===== src/rtl/i2c_pkg.sv =====
// Shared types and constants for the I2C target: FSM state encoding,
// acknowledge levels and the position of the read/write flag in the address byte.
package i2c_pkg;

  typedef enum logic [3:0] {
    IDLE      = 4'd0,
    ADDR      = 4'd1,
    ADDR_ACK  = 4'd2,
    PTR       = 4'd3,
    PTR_ACK   = 4'd4,
    WDATA     = 4'd5,
    WDATA_ACK = 4'd6,
    RDATA     = 4'd7,
    RDATA_ACK = 4'd8,
    WAIT_P    = 4'd9
  } i2c_state_t;

  localparam logic I2C_ACK  = 1'b0;
  localparam logic I2C_NACK = 1'b1;

  // The LSB of the address byte selects read (1) or write (0).
  localparam int RW_BIT = 0;

  function automatic logic addrMatch(input logic [7:0] addrByte, input logic [6:0] devAddr);
    return addrByte[7:1] == devAddr;
  endfunction

endpackage


===== src/rtl/i2c_target_if.sv =====
// Pad-side bus pins and the byte-wide register port of the I2C target.
interface i2c_target_if;

  logic       scl_i;
  logic       sda_i;
  logic       sda_oe;
  logic [7:0] reg_addr;
  logic [7:0] reg_wdata;
  logic       reg_we;
  logic       reg_rd;
  logic [7:0] reg_rdata;
  logic       busy;
  logic [3:0] i2c_state;

  // The target owns the register port; the master side drives pads and read data.
  modport slave (
    input  scl_i, sda_i, reg_rdata,
    output sda_oe, reg_addr, reg_wdata, reg_we, reg_rd, busy, i2c_state
  );

  modport master (
    output scl_i, sda_i, reg_rdata,
    input  sda_oe, reg_addr, reg_wdata, reg_we, reg_rd, busy, i2c_state
  );

endinterface


===== src/rtl/i2c_sync_edge.sv =====
// Two-flop synchroniser for an asynchronous pad input, followed by a
// rise/fall detector on the synchronised level.
module i2c_sync_edge #(
  parameter logic RESET_VAL = 1'b1
) (
  input  logic clk,
  input  logic reset,
  input  logic async_i,
  output logic level_o,
  output logic rise_o,
  output logic fall_o
);

  logic meta_q;
  logic sync_q;
  logic prev_q;

  // Reset to the idle bus level so that leaving reset never fakes an edge.
  always_ff @(posedge clk or posedge reset) begin
    if (reset) begin
      meta_q <= RESET_VAL;
      sync_q <= RESET_VAL;
      prev_q <= RESET_VAL;
    end else begin
      meta_q <= async_i;
      sync_q <= meta_q;
      prev_q <= sync_q;
    end
  end

  assign level_o = sync_q;
  assign rise_o  = sync_q & ~prev_q;
  assign fall_o  = ~sync_q & prev_q;

endmodule


===== src/rtl/i2c_target.sv =====
// I2C target at a fixed 7-bit address bridging pointer-addressed byte
// writes and reads onto a simple register port; SDA is open-drain via sda_oe.
module i2c_target
  import i2c_pkg::*;
#(
  parameter logic [6:0] DEV_ADDR = 7'h38
) (
  input logic         clk,
  input logic         reset,
  i2c_target_if.slave bus
);

  logic sclLvl, sclRise, sclFall;
  logic sdaLvl, sdaRise, sdaFall;

  i2c_sync_edge #(.RESET_VAL(1'b1)) uSclSync (
    .clk     (clk),
    .reset   (reset),
    .async_i (bus.scl_i),
    .level_o (sclLvl),
    .rise_o  (sclRise),
    .fall_o  (sclFall)
  );

  i2c_sync_edge #(.RESET_VAL(1'b1)) uSdaSync (
    .clk     (clk),
    .reset   (reset),
    .async_i (bus.sda_i),
    .level_o (sdaLvl),
    .rise_o  (sdaRise),
    .fall_o  (sdaFall)
  );

  i2c_state_t state_q;
  logic [3:0] bitCnt_q;
  logic [7:0] shift_q;
  logic [7:0] ptr_q;
  logic [7:0] wdata_q;
  logic       we_q;
  logic       rd_q;
  logic       loadPend_q;
  logic       rw_q;
  logic       masterNack_q;
  logic       sdaOe_q;
  logic       busy_q;

  logic       startDet, stopDet;
  logic       byteDone, byteEnd, rxShift;
  logic [7:0] shift_d;
  logic [7:0] ptr_d;

  assign startDet = sdaFall & sclLvl;
  assign stopDet  = sdaRise & sclLvl;
  assign shift_d  = {shift_q[6:0], sdaLvl};
  assign ptr_d    = ptr_q + 8'd1;
  assign rxShift  = sclRise && (bitCnt_q < 4'd8);
  // byteDone marks the SCL rise of bit 8; byteEnd the SCL fall that follows it.
  assign byteDone = sclRise && (bitCnt_q == 4'd7);
  assign byteEnd  = sclFall && (bitCnt_q == 4'd8);

  always_ff @(posedge clk or posedge reset) begin
    if (reset) begin
      state_q      <= IDLE;
      bitCnt_q     <= 4'd0;
      shift_q      <= 8'h00;
      ptr_q        <= 8'h00;
      wdata_q      <= 8'h00;
      we_q         <= 1'b0;
      rd_q         <= 1'b0;
      loadPend_q   <= 1'b0;
      rw_q         <= 1'b0;
      masterNack_q <= 1'b0;
      sdaOe_q      <= 1'b0;
      busy_q       <= 1'b0;
    end else begin
      we_q       <= 1'b0;
      rd_q       <= 1'b0;
      loadPend_q <= 1'b0;

      // A completed write byte always advances the pointer, even if STOP follows.
      if (we_q) begin
        ptr_q <= ptr_d;
      end

      if (loadPend_q && !stopDet && !startDet) begin
        shift_q <= bus.reg_rdata;
        ptr_q   <= ptr_d;
        sdaOe_q <= ~bus.reg_rdata[7];
      end

      if (stopDet) begin
        state_q  <= IDLE;
        bitCnt_q <= 4'd0;
        sdaOe_q  <= 1'b0;
        busy_q   <= 1'b0;
      end else if (startDet) begin
        state_q  <= ADDR;
        bitCnt_q <= 4'd0;
        sdaOe_q  <= 1'b0;
        busy_q   <= 1'b1;
      end else begin
        unique case (state_q)
          IDLE: begin
          end

          ADDR: begin
            if (rxShift) begin
              shift_q  <= shift_d;
              bitCnt_q <= bitCnt_q + 4'd1;
            end
            if (byteEnd) begin
              bitCnt_q <= 4'd0;
              if (addrMatch(shift_q, DEV_ADDR)) begin
                rw_q    <= shift_q[RW_BIT];
                sdaOe_q <= ~I2C_ACK;
                state_q <= ADDR_ACK;
              end else begin
                state_q <= WAIT_P;
              end
            end
          end

          ADDR_ACK: begin
            if (sclFall) begin
              sdaOe_q  <= 1'b0;
              bitCnt_q <= 4'd0;
              if (rw_q) begin
                rd_q       <= 1'b1;
                loadPend_q <= 1'b1;
                state_q    <= RDATA;
              end else begin
                state_q <= PTR;
              end
            end
          end

          PTR: begin
            if (rxShift) begin
              shift_q  <= shift_d;
              bitCnt_q <= bitCnt_q + 4'd1;
            end
            if (byteDone) begin
              ptr_q <= shift_d;
            end
            if (byteEnd) begin
              bitCnt_q <= 4'd0;
              sdaOe_q  <= ~I2C_ACK;
              state_q  <= PTR_ACK;
            end
          end

          PTR_ACK, WDATA_ACK: begin
            if (sclFall) begin
              sdaOe_q  <= 1'b0;
              bitCnt_q <= 4'd0;
              state_q  <= WDATA;
            end
          end

          WDATA: begin
            if (rxShift) begin
              shift_q  <= shift_d;
              bitCnt_q <= bitCnt_q + 4'd1;
            end
            if (byteDone) begin
              wdata_q <= shift_d;
              we_q    <= 1'b1;
            end
            if (byteEnd) begin
              bitCnt_q <= 4'd0;
              sdaOe_q  <= ~I2C_ACK;
              state_q  <= WDATA_ACK;
            end
          end

          // bitCnt counts SCL falls; bit 7 is already on the wire after the load.
          RDATA: begin
            if (sclFall) begin
              if (bitCnt_q == 4'd7) begin
                bitCnt_q <= 4'd0;
                sdaOe_q  <= 1'b0;
                state_q  <= RDATA_ACK;
              end else begin
                bitCnt_q <= bitCnt_q + 4'd1;
                shift_q  <= {shift_q[6:0], 1'b0};
                sdaOe_q  <= ~shift_q[6];
              end
            end
          end

          RDATA_ACK: begin
            if (sclRise) begin
              masterNack_q <= sdaLvl;
            end
            if (sclFall) begin
              if (masterNack_q == I2C_NACK) begin
                state_q <= WAIT_P;
              end else begin
                rd_q       <= 1'b1;
                loadPend_q <= 1'b1;
                state_q    <= RDATA;
              end
            end
          end

          WAIT_P: begin
          end

          default: begin
            state_q <= IDLE;
          end
        endcase
      end
    end
  end

  assign bus.sda_oe    = sdaOe_q;
  assign bus.reg_addr  = ptr_q;
  assign bus.reg_wdata = wdata_q;
  assign bus.reg_we    = we_q;
  assign bus.reg_rd    = rd_q;
  assign bus.busy      = busy_q;
  assign bus.i2c_state = state_q;

endmodule


===== src/flat_wrapper.sv =====
// flat-port wrapper written by rule: the top's interface ports become plain ports
module i2c_target_flat import i2c_pkg::*;
#(
  parameter logic [6:0] DEV_ADDR = 7'h38
)
  (clk, reset, bus_scl_i, bus_sda_i, bus_reg_rdata, bus_sda_oe, bus_reg_addr, bus_reg_wdata, bus_reg_we, bus_reg_rd, bus_busy, bus_i2c_state);
  i2c_target_if bus_i ();
  input logic clk;
  input logic reset;
  input wire logic [$bits(bus_i.scl_i)-1:0] bus_scl_i;
  input wire logic [$bits(bus_i.sda_i)-1:0] bus_sda_i;
  input wire logic [$bits(bus_i.reg_rdata)-1:0] bus_reg_rdata;
  output wire logic [$bits(bus_i.sda_oe)-1:0] bus_sda_oe;
  output wire logic [$bits(bus_i.reg_addr)-1:0] bus_reg_addr;
  output wire logic [$bits(bus_i.reg_wdata)-1:0] bus_reg_wdata;
  output wire logic [$bits(bus_i.reg_we)-1:0] bus_reg_we;
  output wire logic [$bits(bus_i.reg_rd)-1:0] bus_reg_rd;
  output wire logic [$bits(bus_i.busy)-1:0] bus_busy;
  output wire logic [$bits(bus_i.i2c_state)-1:0] bus_i2c_state;
  assign bus_i.scl_i = bus_scl_i;
  assign bus_i.sda_i = bus_sda_i;
  assign bus_i.reg_rdata = bus_reg_rdata;
  assign bus_sda_oe = bus_i.sda_oe;
  assign bus_reg_addr = bus_i.reg_addr;
  assign bus_reg_wdata = bus_i.reg_wdata;
  assign bus_reg_we = bus_i.reg_we;
  assign bus_reg_rd = bus_i.reg_rd;
  assign bus_busy = bus_i.busy;
  assign bus_i2c_state = bus_i.i2c_state;
  i2c_target #(.DEV_ADDR(DEV_ADDR)) u_core (.clk(clk), .reset(reset), .bus(bus_i));
endmodule

===== config.mk =====
export PLATFORM = sky130hd
export DESIGN_NAME = i2c_target_flat
export DESIGN_NICKNAME = d
export VERILOG_FILES = /design/src/rtl/i2c_pkg.sv /design/src/rtl/i2c_target_if.sv /design/src/rtl/i2c_sync_edge.sv /design/src/rtl/i2c_target.sv /design/src/flat_wrapper.sv
export SDC_FILE = /design/constraint.sdc
export NUM_CORES = 1
export LEC_CHECK = 0
export ABC_AREA = 1
export BUFFER_PORTS_ARGS = -buffer_cell sky130_fd_sc_hd__clkbuf_2
export CAP_MARGIN = 20
export CORE_MARGIN = 8
export CORE_UTILIZATION = 53
export CTS_CLUSTER_SIZE = 20
export DETAILED_ROUTE_END_ITERATION = 7
export GPL_TIMING_DRIVEN = 0
export PLACE_DENSITY = 0.75
export SLEW_MARGIN = 0
export SYNTH_ARGS = -nofsm -noshare
export SYNTH_HDL_FRONTEND = slang
export SYNTH_SLANG_ARGS = --single-unit

===== constraint.sdc =====
create_clock -name clk -period 2.1 [get_ports clk]
set_input_delay 0.42 -clock clk [delete_from_list [all_inputs] [get_ports clk]]
set_output_delay 0.42 -clock clk [all_outputs]
set_load 0.01 [all_outputs]

# Yosys cells after proc, flatten, opt, wreduce, memory -nomap -nowiden
# Cells that the tools add are included.
# op_classes
add_sub_neg	2
order_cmp	1
mux	58
div_mod_pow	0
n_reduce_logical	20
eq_ne	23
mul	0
n_bitwise	14
shifts	0
# ops
operator	n
two-way mux 8 bit	12
two-way mux 4 bit	19
!= test 4 x 1 -> 1 bit, second input constant	9
case mux 4 bit (8 select lines)	1
two-way mux 1 bit	21
equality test 4 x 3 -> 1 bit, second input constant	5
case mux 8 bit (2 select lines)	1
equality test 4 bit, second input constant	3
case mux 4 bit (3 select lines)	1
AND reduction 4 bit	3
AND reduction 9 bit	1
adder 8 x 1 -> 8 bit, second input constant	1
equality test 4 x 2 -> 1 bit, second input constant	2
NOT 1 bit	8
equality test 7 x 6 -> 1 bit, second input constant	1
AND 1 bit	6
OR reduction 2 bit	3
OR reduction 3 bit	2
logical AND 1 bit	5
!= test 5 x 1 -> 1 bit, second input constant	1
AND reduction 5 bit	1
nonzero test 5 bit	1
adder 4 x 1 -> 4 bit, second input constant	1
equality test 4 x 1 -> 1 bit, second input constant	1
other kinds (8)	9
# totals
n_memories	0
latchBits	0
ram_bits	0
romBits	0
ff_bits	44
out_inout_bits	24

# Logic depth before layout (Yosys ltp)
# Gate-level depths: netlist (run 1).
# logic_depth
ltp_word	12
ltp_mapped	11
depth_no_buf	11

# Cells and area by module
# From an unflattened synthesis (run 1), not the netlist that was laid out.
# hier_totals
hier_cells	336
area_unflattened_um2	2590.0
# modules_own_cells
mod	seq_area_each_um2	area_each_um2	cells_per_inst	instances
i2c_target	950.9	2394.8	320	1
i2c_sync_edge	78.8	97.6	8	2

# Least setup slack after synthesis (run 1)
# OpenSTA, ideal clock, no wires.
# synth_path
kind	register to register
from	reg u_core.uSclSync.sync_q, in the netlist u_core.uSclSync.level_o
to	reg u_core.shift_q[7]
required_ps	1980
setup_slack_ps	517
setup_ps	120
stages_incl_launch_ff	9
synth_period_minus_slack_ps	1583
path_buffers	1
arrival_time_ps	1463
path_cell_list	dfstp_2 -> nand3_1 -> nand3_1 -> buf_4 -> clkinv_1 -> o21ai_0 -> inv_1 -> nand2_1 -> o21ai_2
# synth_between
elab_chain_len	10
# synth_lines
item	line	source
start, declared	i2c_sync_edge.sv:15	logic sync_q;
start signal, assigned	i2c_sync_edge.sv:26	sync_q <= meta_q;
AND 1 bit	i2c_target.sv:53	assign stopDet = sdaRise & sclLvl;
zero test 1 bit	i2c_target.sv:85	if (loadPend_q && !stopDet && !startDet) begin
logical AND 1 bit (2 in a row)	i2c_target.sv:85	
two-way mux 8 bit	i2c_target.sv:85	
two-way mux 8 bit	i2c_target.sv:179	if (bitCnt_q == 4'd7) begin
two-way mux 8 bit	i2c_target.sv:178	if (sclFall) begin
case mux 8 bit (2 select lines)	i2c_target.sv:102	unique case (state_q)
two-way mux 8 bit	i2c_target.sv:96	end else if (startDet) begin
two-way mux 8 bit (*)	i2c_target.sv:91	if (stopDet) begin
end signal, assigned	i2c_target.sv:86	shift_q <= bus.reg_rdata;
end signal, assigned	i2c_target.sv:108	shift_q <= shift_d;
end signal, assigned	i2c_target.sv:185	shift_q <= {shift_q[6:0], 1'b0};
end, declared	i2c_target.sv:36	logic [7:0] shift_q;
# Mark *: on every way between the ends. The rest lies on a longest branch, timed or not.
# A chain may end at the register's enable or synchronous reset.

# Worst setup path in the final report (run 1)
# layout_path
from	reg u_core.uSdaSync.sync_q, in the netlist u_core.uSdaSync.level_o
to	reg u_core.shift_q[7]
# layout_between
elab_chain_len	11
# layout_lines
item	line
start, declared	i2c_sync_edge.sv:15
start signal, assigned	i2c_sync_edge.sv:26
AND 1 bit / NOT 1 bit (equally long branches)	i2c_sync_edge.sv:32, i2c_sync_edge.sv:33
AND 1 bit (on tied branches)	i2c_target.sv:53, i2c_sync_edge.sv:33
zero test 1 bit / AND 1 bit (equally long branches)	i2c_target.sv:85, i2c_target.sv:52
logical AND 1 bit / zero test 1 bit (equally long branches)	i2c_target.sv:85
logical AND 1 bit	i2c_target.sv:85
two-way mux 8 bit	i2c_target.sv:85
two-way mux 8 bit	i2c_target.sv:179
two-way mux 8 bit	i2c_target.sv:178
case mux 8 bit (2 select lines)	i2c_target.sv:102
two-way mux 8 bit	i2c_target.sv:96
two-way mux 8 bit (*)	i2c_target.sv:91
# Marks and branches as above.

==> results.yml, run 1 <==
timing:
  period_share: 0.897
  tightest_slew_ns: 0.425
  drv_slew: 0
  rsz0062_at_grt: "false"
  setup-tns-final_ns: 0
  finalHoldViolations: 0
  finalSetupViolCount: 0
  period_minus_slack_ns: 1.88
  maxSlewHeadroom: 0.717
  max_freq_mhz: 531
  finClkSkew_ns: 0.0127
routing:
  routed_wl_um: 5550
  ant_nets: 0
  drc: 0
  wire_per_inst_um: 13.6
  vias: 2133
  dr.pass1.iters: 4
  drt-initial-drc-count: 131
  via_per_inst: 5.24
synth:
  synth_seq_cells: 44
  syn_nets: 326
  synth_edf_count: 0
  netlist_top_cells_area: "dfrtp_1 39%, nand2_1 14%, dfstp_2 6.5%"
  syn_avg_cell_area_um2: 7.75
  syn_inst: 311
  synth.most_common_cell: "nand2_1"
  ys_types: 33
  synth.top_cell.area_share: 0.395
  synth_ff_type: "dfrtp_1"
  synth_top_area_cell: "dfrtp_1"
  yosys_warnings: 0
  netlist_area_mm2: 0.00241
  yosys-top-cells-count: "91 x nand2_1, 38 x dfrtp_1, 36 x inv_1"
  async_flop_share: 1.00
  synth-seq-area-share: 0.460
layout:
  final_area_mm2: 0.00280
  antenna_cells_inserted: 0
  nets: 369
  fillers: 385
  drive_gt1_frac: 0.228
  syn2layout_area_growth_pct: 16.0
setup_path:
  cp_common_cell: "nand3_1"
  crit_buf_inv: 3
  crit_start: "u_core.uSdaSync.level_o$_DFF_PP1_"
  r2r_slack_ns: 0.22
  r2r-end: "u_core.shift_q[7]$_DFF_PP0_"
  path_delay_family: "flip-flops"
  crit_path_max_incr_delay_ns: 0.58
  path_class: "reg2reg"
  crit_slowest_cell: "dfstp_2"
  crit_required_ns: 2.29
  path_cells: "nand3_1 > nand3_1 > buf_4 > clkinvlp_4 > o21ai_0 > inv_1 > nand2_1 > o21ai_2"
  cp-end-kind: "register"
  worstReg2RegStart: "u_core.uSdaSync.level_o$_DFF_PP1_"
  worstPathArrival_ns: 2.07
  crit_path_max_fanout: 10
  reg2reg_depth: 8
  start_kind: "register"
floorplan:
  die_w_um: 83.4
  die_y_um: 83.4
  rows: 24
  dieArea_mm2: 0.00696
  io_pins: 36
  coreArea_mm2: 0.00435
  start_util: 0.553
grt:
  grt_pass1_vias: 2110
  grt_busiest_layer: "met2"
  use_met1: 0.228
  grt_max_degree: 36
  grt_pass1_wl_um: 9840
  grtUsageTotal: 0.168
  overflow: 0
  grt_antenna_before_repair: 0
  use_met2: 0.252
  grt_use_met3: 0.0439
clock_tree:
  clockRootBuffer: "clkbuf_8"
  hold_buffers: 0
  cts_buffers: 5
  cts_tree: "built"
  clock_path_buffers: 2
  cts_sinks: 44
  clk_latency_ns: 0.31
  htreeDepth: 2
  cts_setup_buffers: 0
  clk_pin_slew_worst_paths_ns: 0.09
  post_cts_resized: 0
flow_run:
  drv_cap: 0
power:
  p_leak_uw: 0.00150
  power.density_mw_per_mm2: 1000
  ir_drop_uv: 710
placed_design:
  io_buffers: 35
  dp_hpwl_um: 4260
  dpl_cell_area_mm2: 0.00267
  place.gp.congestion: 0.908
worst_hold_path:
  holdCritPathClass: "in2async"
run_status:
  status: "complete, no violations"
[cells by family (layout without fill, tap and decap cells)]
family          Yosys count  in the layout  share of synthesized area
buf+inv                  47             91                     0.0815
flops                    44             44                      0.460
simple gates            164            164                      0.303
mux                       1              1                    0.00415
fa+ha+maj                 3              3                     0.0156
xor+xnor                  3              3                     0.0109
compound gates           49             49                      0.125
[sequential cells by signal, summed over array words and instances (netlist names)]
name                     cells
u_core.bus.reg_addr          8
u_core.bus.reg_wdata         8
u_core.shift_q               8
u_core.bitCnt_q              4
u_core.bus.i2c_state         4
u_core.bus.busy              1
u_core.bus.reg_rd            1
u_core.bus.reg_we            1
u_core.bus.sda_oe            1
u_core.masterNack_q          1
u_core.rw_q                  1
u_core.uSclSync.level_o      1
u_core.uSclSync.meta_q       1
u_core.uSclSync.prev_q       1
u_core.uSdaSync.level_o      1
u_core.uSdaSync.meta_q       1
u_core.uSdaSync.prev_q       1
[cell usage in the layout (no fill, tap or decap), types with 6 or more instances in the layout]
cell      count
nand2_1      91
dfrtp_1      38
inv_1        35
clkbuf_2     35
nand3_1      30
o21ai_0      25
nor2_1       22
a21oi_1       7
o21ai_2       7
inv_2         6
clkbuf_8      6
dfstp_2       6
[worst max-delay path by stage]
stage	end	slack [ns]	depth (start not counted)
2_1_floorplan	u_core.shift_q[7]$_DFF_PP0_	0.52	8
3_3_place_gp	u_core.shift_q[2]$_DFF_PP0_	0.09	2
3_5_place_dp	u_core.shift_q[7]$_DFF_PP0_	0.16	8
4_1_cts	u_core.shift_q[7]$_DFF_PP0_	0.16	8
5_1_grt	u_core.bitCnt_q[1]$_DFFE_PP0P_	0.05	8
6_report	u_core.shift_q[7]$_DFF_PP0_	0.22	8
[report_power, final]
| group | switching [uW] | internal [uW] | leakage (uW) | total [uW] |
|---|---|---|---|---|
| clock | 295 | 389 | 0.0000614 | 684 |
| sequential | 133 | 992 | 0.000567 | 1120 |
| combinational | 647 | 341 | 0.000874 | 988 |
| total | 1080 | 1720 | 0.00150 | 2800 |
[final cells by class]
type | instances | area (um^2) | area share
timing repair buffer | 36 | 195 | 0.0698
tap | 52 | 65.1 | 0.0233
sequential | 44 | 1110 | 0.397
clock buffer | 6 | 82.6 | 0.0295
clock inverter | 2 | 38.8 | 0.0139
multi-input combinational | 220 | 1100 | 0.395
buffer | 5 | 38.8 | 0.0139
inverter | 42 | 161 | 0.0577
[per-layer routing]
layer / wire [um] / part of all wire / vias up
met5: 0 / 0 / -
met4: 66 / 0.012 / 0
met3: 372 / 0.067 / 6
met2: 2510 / 0.45 / 68
met1: 2600 / 0.47 / 975
li1: - / - / 1084
[worst reg2reg max path, stage by stage (launching register included)]
cell	delay (ns)
dfstp_2	0.58
nand3_1	0.24
nand3_1	0.18
buf_4	0.20
clkinvlp_4	0.21
o21ai_0	0.19
inv_1	0.05
nand2_1	0.08
o21ai_2	0.05
[stage by stage]
stage / total power [uW] / worst slack, ns / util / instances / hold slack [ns]
5_1_grt: 3000 / 0.0463 / 0.642 / 407 / 0.0160
3_5_place_dp: 2110 / 0.161 / 0.613 / 399 / 0.340
3_3_place_gp: 2100 / 0.0921 / 0.609 / 398 / 0.346
6_report: 2800 / 0.216 / 0.642 / 407 / 0.000289
2_1_floorplan: 1860 / 0.517 / - / 311 / 0.345
4_1_cts: 2800 / 0.159 / 0.641 / 407 / 0.00550
Power figures use the tool's default switching activity.
==> run 2: changes to the inputs <==
--- a/config.mk
+++ b/config.mk
@@ -6,14 +6,14 @@
 export NUM_CORES = 1
 export LEC_CHECK = 0
 export ABC_AREA = 1
-export BUFFER_PORTS_ARGS = -buffer_cell sky130_fd_sc_hd__clkbuf_2
 export CAP_MARGIN = 20
 export CORE_MARGIN = 8
 export CORE_UTILIZATION = 53
 export CTS_CLUSTER_SIZE = 20
 export DETAILED_ROUTE_END_ITERATION = 7
+export DONT_BUFFER_PORTS = 1
 export GPL_TIMING_DRIVEN = 0
-export PLACE_DENSITY = 0.75
+export PLACE_DENSITY = 0.68
 export SLEW_MARGIN = 0
 export SYNTH_ARGS = -nofsm -noshare
 export SYNTH_HDL_FRONTEND = slang
==> run 2 against run 1 <==
Wire length rose by 1.4%. Register-to-register slack got worse by 0.03 ns. Largest cell class is now multi-input gates. Core utilization decreased by 4.3 points.
==> results.yml, run 2 (same netlist as run 1, synthesis figures left out) <==
timing:
  maxSlewHeadroom: 0.739
  finalSetupViolCount: 0
  whs_ns: 0.112
  period_minus_slack_ns: 1.92
  setup-tns-final_ns: 0
  rsz0062_at_grt: "false"
  drv_slew: 0
  finClkSkew_ns: 0.00877
  finalHoldViolations: 0
  tightest_slew_ns: 0.391
  period_share: 0.913
  max_freq_mhz: 522
setup_path:
  crit_required_ns: 2.27
  path_class: "reg2reg"
  start_kind: "register"
  r2r_slack_ns: 0.18
  cp-end-kind: "register"
  crit_slowest_cell: "dfstp_2"
  cp_common_cell: "nand2_1"
  crit_buf_inv: 3
  worstPathArrival_ns: 2.09
  path_delay_family: "simple AND/OR/NAND/NOR gates"
  path_cells: "inv_1 > nand3_1 > nand2_1 > inv_2 > nand4_2 > buf_2 > nand2_1 > o21ai_0"
  crit_path_max_fanout: 10
  crit_path_max_incr_delay_ns: 0.58
routing:
  ant_nets: 0
  drc: 0
  via_per_inst: 5.48
  wire_per_inst_um: 15.1
  drt-initial-drc-count: 119
  dr.pass1.iters: 4
  routed_wl_um: 5630
  vias: 2043
power:
  power.density_mw_per_mm2: 1010
  p_leak_uw: 0.00134
  internal_power_uw: 1560
  power_frac_seq: 0.440
  clockPowerShare: 0.214
  swShare: 0.405
  ir_drop_uv: 500
  total_power_uw: 2630
  comb_power_share: 0.346
  p_sw_uw: 1060
placed_design:
  dp_hpwl_um: 4340
  place.gp.congestion: 0.908
  io_buffers: 0
  dpl_cell_area_mm2: 0.00249
floorplan:
  coreArea_mm2: 0.00435
  start_util: 0.553
  rows: 24
  dieArea_mm2: 0.00696
  die_y_um: 83.4
  die_w_um: 83.4
  io_pins: 36
layout:
  final_common_cell: "nand2_1"
  nets: 335
  drive_gt1_frac: 0.143
  mostFrequentLayoutCells: "91 x nand2_1, 38 x dfrtp_1, 35 x inv_1, 29 x nand3_1, 25 x o21ai_0"
  syn2layout_area_growth_pct: 8.20
  final_area_mm2: 0.00261
  antenna_cells_inserted: 0
  fillers: 406
run_status:
  status: "complete, no violations"
grt:
  grt_antenna_before_repair: 0
  grtUsageTotal: 0.165
  grt_pass1_vias: 1894
  grt_pass1_wl_um: 9520
  grt_max_degree: 29
  overflow: 0
worst_hold_path:
  holdCritPathClass: "in2reg"
clock_tree:
  htreeDepth: 2
  clk_latency_ns: 0.30
  cts_setup_buffers: 0
  clk_pin_slew_worst_paths_ns: 0.08
  clock_path_buffers: 2
  cts_tree: "built"
  cts_sinks: 44
  clockRootBuffer: "clkbuf_8"
  cts_buffers: 5
flow_run:
  drv_cap: 0
## run 2: cell type report
cell class	instances	area, um^2	share of cell area
Clock buffer	7	86.3	0.0331
Inverter	42	161	0.0619
Tap cell	52	65.1	0.0250
Buffer	5	38.8	0.0149
Sequential cell	44	1110	0.425
Clock inverter	1	7.51	0.00288
Timing Repair Buffer	2	30.0	0.0115
Multi-Input combinational cell	220	1110	0.426
## run 2: power by group through the flow
stage	sequential, uW	clock (uW)	combinational (uW)
after floorplan	1130	0	734
final	1160	561	910
after CTS	1150	567	912
after detailed placement	1170	0	906
after global routing	1180	606	1060
after global placement	1160	0	902
## run 2: worst reg2reg max path, stage by stage, from the launching register on
cell and delay [ns]:
dfstp_2 0.58, inv_1 0.09, nand3_1 0.15, nand2_1 0.15, inv_2 0.17, nand4_2 0.23, buf_2 0.27, nand2_1 0.07
o21ai_0 0.07
## run 2: stage by stage
stage          std cells   util  setup WS [ns]
4_1_cts              373  0.597          0.156
3_5_place_dp         364  0.573          0.179
5_1_grt              373  0.599         0.0147
2_1_floorplan        311      -          0.517
3_3_place_gp         363  0.568          0.139
6_report             373  0.599          0.184
## run 2: timing repair
item                       CTS  global route
gates resized for setup      0             2
setup endpoints to repair    0             3
hold endpoints to repair    11             0
hold buffers                 1             0
## run 2: path summary, 6_finish.rpt
kind,from,to,cells past startpoint
max,u_core.uSdaSync.level_o$_DFF_PP1_,u_core.bus.reg_wdata[7]$_DFFE_PP0P_,8
max reg2reg,u_core.uSdaSync.level_o$_DFF_PP1_,u_core.bus.reg_wdata[7]$_DFFE_PP0P_,8
min,bus_scl_i,u_core.uSclSync.meta_q$_DFF_PP1_,0
max in group asynchronous,reset,u_core.uSdaSync.level_o$_DFF_PP1_,3
min in group asynchronous,reset,u_core.masterNack_q$_DFFE_PP0P_,2
min reg2reg,u_core.uSclSync.meta_q$_DFF_PP1_,u_core.uSclSync.level_o$_DFF_PP1_,0
## run 2: layer usage
layer	wire length, um	vias to the layer above	track usage
met2	2480	64	0.245
met4	55	0	0.0440
met3	431	7	0.0527
li1	-	1022	-
met1	2660	950	0.224
met5	0	-	0
==> run 3: changes to the inputs <==
--- a/config.mk
+++ b/config.mk
@@ -6,6 +6,7 @@
 export NUM_CORES = 1
 export LEC_CHECK = 0
 export ABC_AREA = 1
+export ABC_CLOCK_PERIOD_IN_PS = 2100
 export CAP_MARGIN = 20
 export CORE_MARGIN = 8
 export CORE_UTILIZATION = 53
@@ -17,4 +18,5 @@
 export SLEW_MARGIN = 0
 export SYNTH_ARGS = -nofsm -noshare
 export SYNTH_HDL_FRONTEND = slang
+export SYNTH_HIERARCHICAL = 1
 export SYNTH_SLANG_ARGS = --single-unit
==> run 3 against run 2 <==
Global-route usage increased by 0.68 points. Final cell count increased by 9.9%. Worst hold slack got worse by 0.065 ns. Via count increased by 4.7%. Synthesized cell count increased by 8.0%. Largest cell class unchanged.
==> results.yml, run 3 <==
layout:
  nets: 357
  instances_no_fill: 410
  fillers: 442
  syn2layout_area_growth_pct: 7.25
  multi_input_area_mm2: 0.00123
  mostFrequentLayoutCells: "94 x nand2_1, 48 x inv_1, 38 x dfrtp_1, 26 x nand3_1, 24 x nor2_1"
  ff_latch_area_mm2: 0.00111
  antenna_cells_inserted: 0
  drive_gt1_frac: 0.190
  final_common_cell: "nand2_1"
routing:
  drt-initial-drc-count: 160
  dr.pass1.iters: 4
  wire_per_inst_um: 14.5
  routed_wl_um: 5930
  via_per_inst: 5.22
  ant_nets: 0
  vias: 2140
  drc: 0
timing:
  finalSetupViolCount: 0
  finClkSkew_ns: 0.00776
  fin_ws_ns: 0.185
  rsz0062_at_grt: "false"
  setup-tns-final_ns: 0
  period_minus_slack_ns: 1.91
  period_share: 0.912
  maxSlewHeadroom: 0.460
  finalHoldViolations: 0
  max_freq_mhz: 522
  tightest_slew_ns: 0.810
  drv_slew: 0
clock_tree:
  cts_tree: "built"
  clock_path_buffers: 2
  clockRootBuffer: "clkbuf_8"
  cts_buffers: 5
  clk_pin_slew_worst_paths_ns: 0.08
  htreeDepth: 2
  cts_sinks: 44
  clk_latency_ns: 0.30
floorplan:
  die_y_um: 85.9
  io_pins: 36
  coreArea_mm2: 0.00472
  rows: 25
  start_util: 0.548
  dieArea_mm2: 0.00738
  die_w_um: 85.9
synth:
  synth_seq_cells: 44
  netlist_area_mm2: 0.00259
  synth.top_cell.area_share: 0.367
  netlist_top_cells_area: "dfrtp_1 37%, nand2_1 14%, inv_1 7.1%"
  synth_top_area_cell: "dfrtp_1"
  synth_edf_count: 0
  syn_nets: 351
  syn_inst: 336
  syn_avg_cell_area_um2: 7.71
  async_flop_share: 1.00
  yosys_warnings: 6
  synth-seq-area-share: 0.428
  ys_types: 32
  yosys-top-cells-count: "94 x nand2_1, 49 x inv_1, 38 x dfrtp_1"
  synth_ff_type: "dfrtp_1"
  synth.most_common_cell: "nand2_1"
grt:
  grt_antenna_before_repair: 0
  grt_pass1_wl_um: 10200
  overflow: 0
  grtUsageTotal: 0.172
  grt_max_degree: 39
  grt_pass1_vias: 2036
power:
  clockPowerShare: 0.233
  swShare: 0.381
  total_power_uw: 2400
  ir_drop_uv: 561
  p_leak_uw: 0.00144
  internal_power_uw: 1490
  power_frac_seq: 0.465
  p_sw_uw: 916
  comb_power_share: 0.302
  power.density_mw_per_mm2: 864
setup_path:
  crit_slowest_cell: "dfstp_2"
  crit_buf_inv: 4
  path_class: "reg2reg"
  crit_path_max_incr_delay_ns: 0.58
  crit_required_ns: 2.28
  path_cells: "inv_1 > nor2_1 > inv_1 > nor2_1 > nand2_1 > nor3_4 > inv_2 > buf_6 > nand2_2 > o21ai_2"
  cp-end-kind: "register"
  start_kind: "register"
  crit_path_max_fanout: 10
  worstPathArrival_ns: 2.10
  path_delay_family: "simple AND/OR/NAND/NOR gates"
placed_design:
  pre_cts_ws_ns: 0.101
  dp_hpwl_um: 4510
  io_buffers: 0
  dp.cells: 403
  place.gp.congestion: 0.894
run_status:
  status: "complete, no violations"
worst_hold_path:
  holdCritPathClass: "in2async"
flow_run:
  drv_cap: 0
==> run 3: layer usage <==
layer,part of all wire,routed length (um),track usage,vias up
met1,0.49,2920,0.234,1001
met4,0.011,63,0.0430,0
met2,0.44,2590,0.259,46
met3,0.061,363,0.0487,6
met5,0,0,0,-
li1,-,-,-,1087
==> run 3: area by class of cell <==
type                       count  share of cell area
tap                           67              0.0302
clock buffer                   7              0.0311
clock inverter                 1             0.00270
buffer                         6              0.0185
multi-input combinational    230               0.444
sequential                    44               0.399
inverter                      55              0.0743
==> run 3: what timing repair did <==
item,in CTS,in global routing
hold buffers,0,0
hold endpoints to repair,0,0
buffers inserted,0,0
resized for setup,0,5
endpoints found under the setup margin,0,13
==> run 3: cells by family after synthesis <==
logic type,count (synthesis),synth area share
AOI/OAI and AO/OA,47,0.131
xor gates and xnor gates,3,0.0101
adders and majority gates,3,0.0145
buffers and inverters,62,0.100
DFF,44,0.428
and+or+nand+nor,177,0.316
==> run 3: path summary, 6_finish.rpt <==
path	from	to	slack, ns	cells past startpoint
max	u_core/uSclSync/level_o$_DFF_PP1_	u_core/bus.reg_wdata[7]$_DFFE_PP0P_	0.19	10
min	reset	u_core/uSdaSync/prev_q$_DFF_PP1_	0.05	1
max reg2reg	u_core/uSclSync/level_o$_DFF_PP1_	u_core/bus.reg_wdata[7]$_DFFE_PP0P_	0.19	10
min reg2reg	u_core/uSdaSync/meta_q$_DFF_PP1_	u_core/uSdaSync/level_o$_DFF_PP1_	0.36	0
max in group asynchronous	reset	u_core/bitCnt_q[3]$_DFFE_PP0P_	1.43	1
min in group clk	bus_sda_i	u_core/uSdaSync/meta_q$_DFF_PP1_	0.12	0
==> run 3: power groups by stage <==
stage                     sequential, uW  combinational (uW)  clock (uW)
after CTS                           1120                 720         579
after global routing                1140                 835         609
after detailed placement            1130                 716           0
after global placement              1130                 707           0
after floorplan                     1090                 581           0
final                               1120                 726         559
==> run 3: through the flow <==
step | hold slack, ns | utilization | area [um^2]
floorplan | 0.345 | - | 2590
global placement | 0.347 | 0.566 | 2670
detailed placement | 0.347 | 0.566 | 2670
CTS | 0.0404 | 0.586 | 2770
global route | 0.0557 | 0.588 | 2780
finish | 0.0467 | 0.588 | 2780
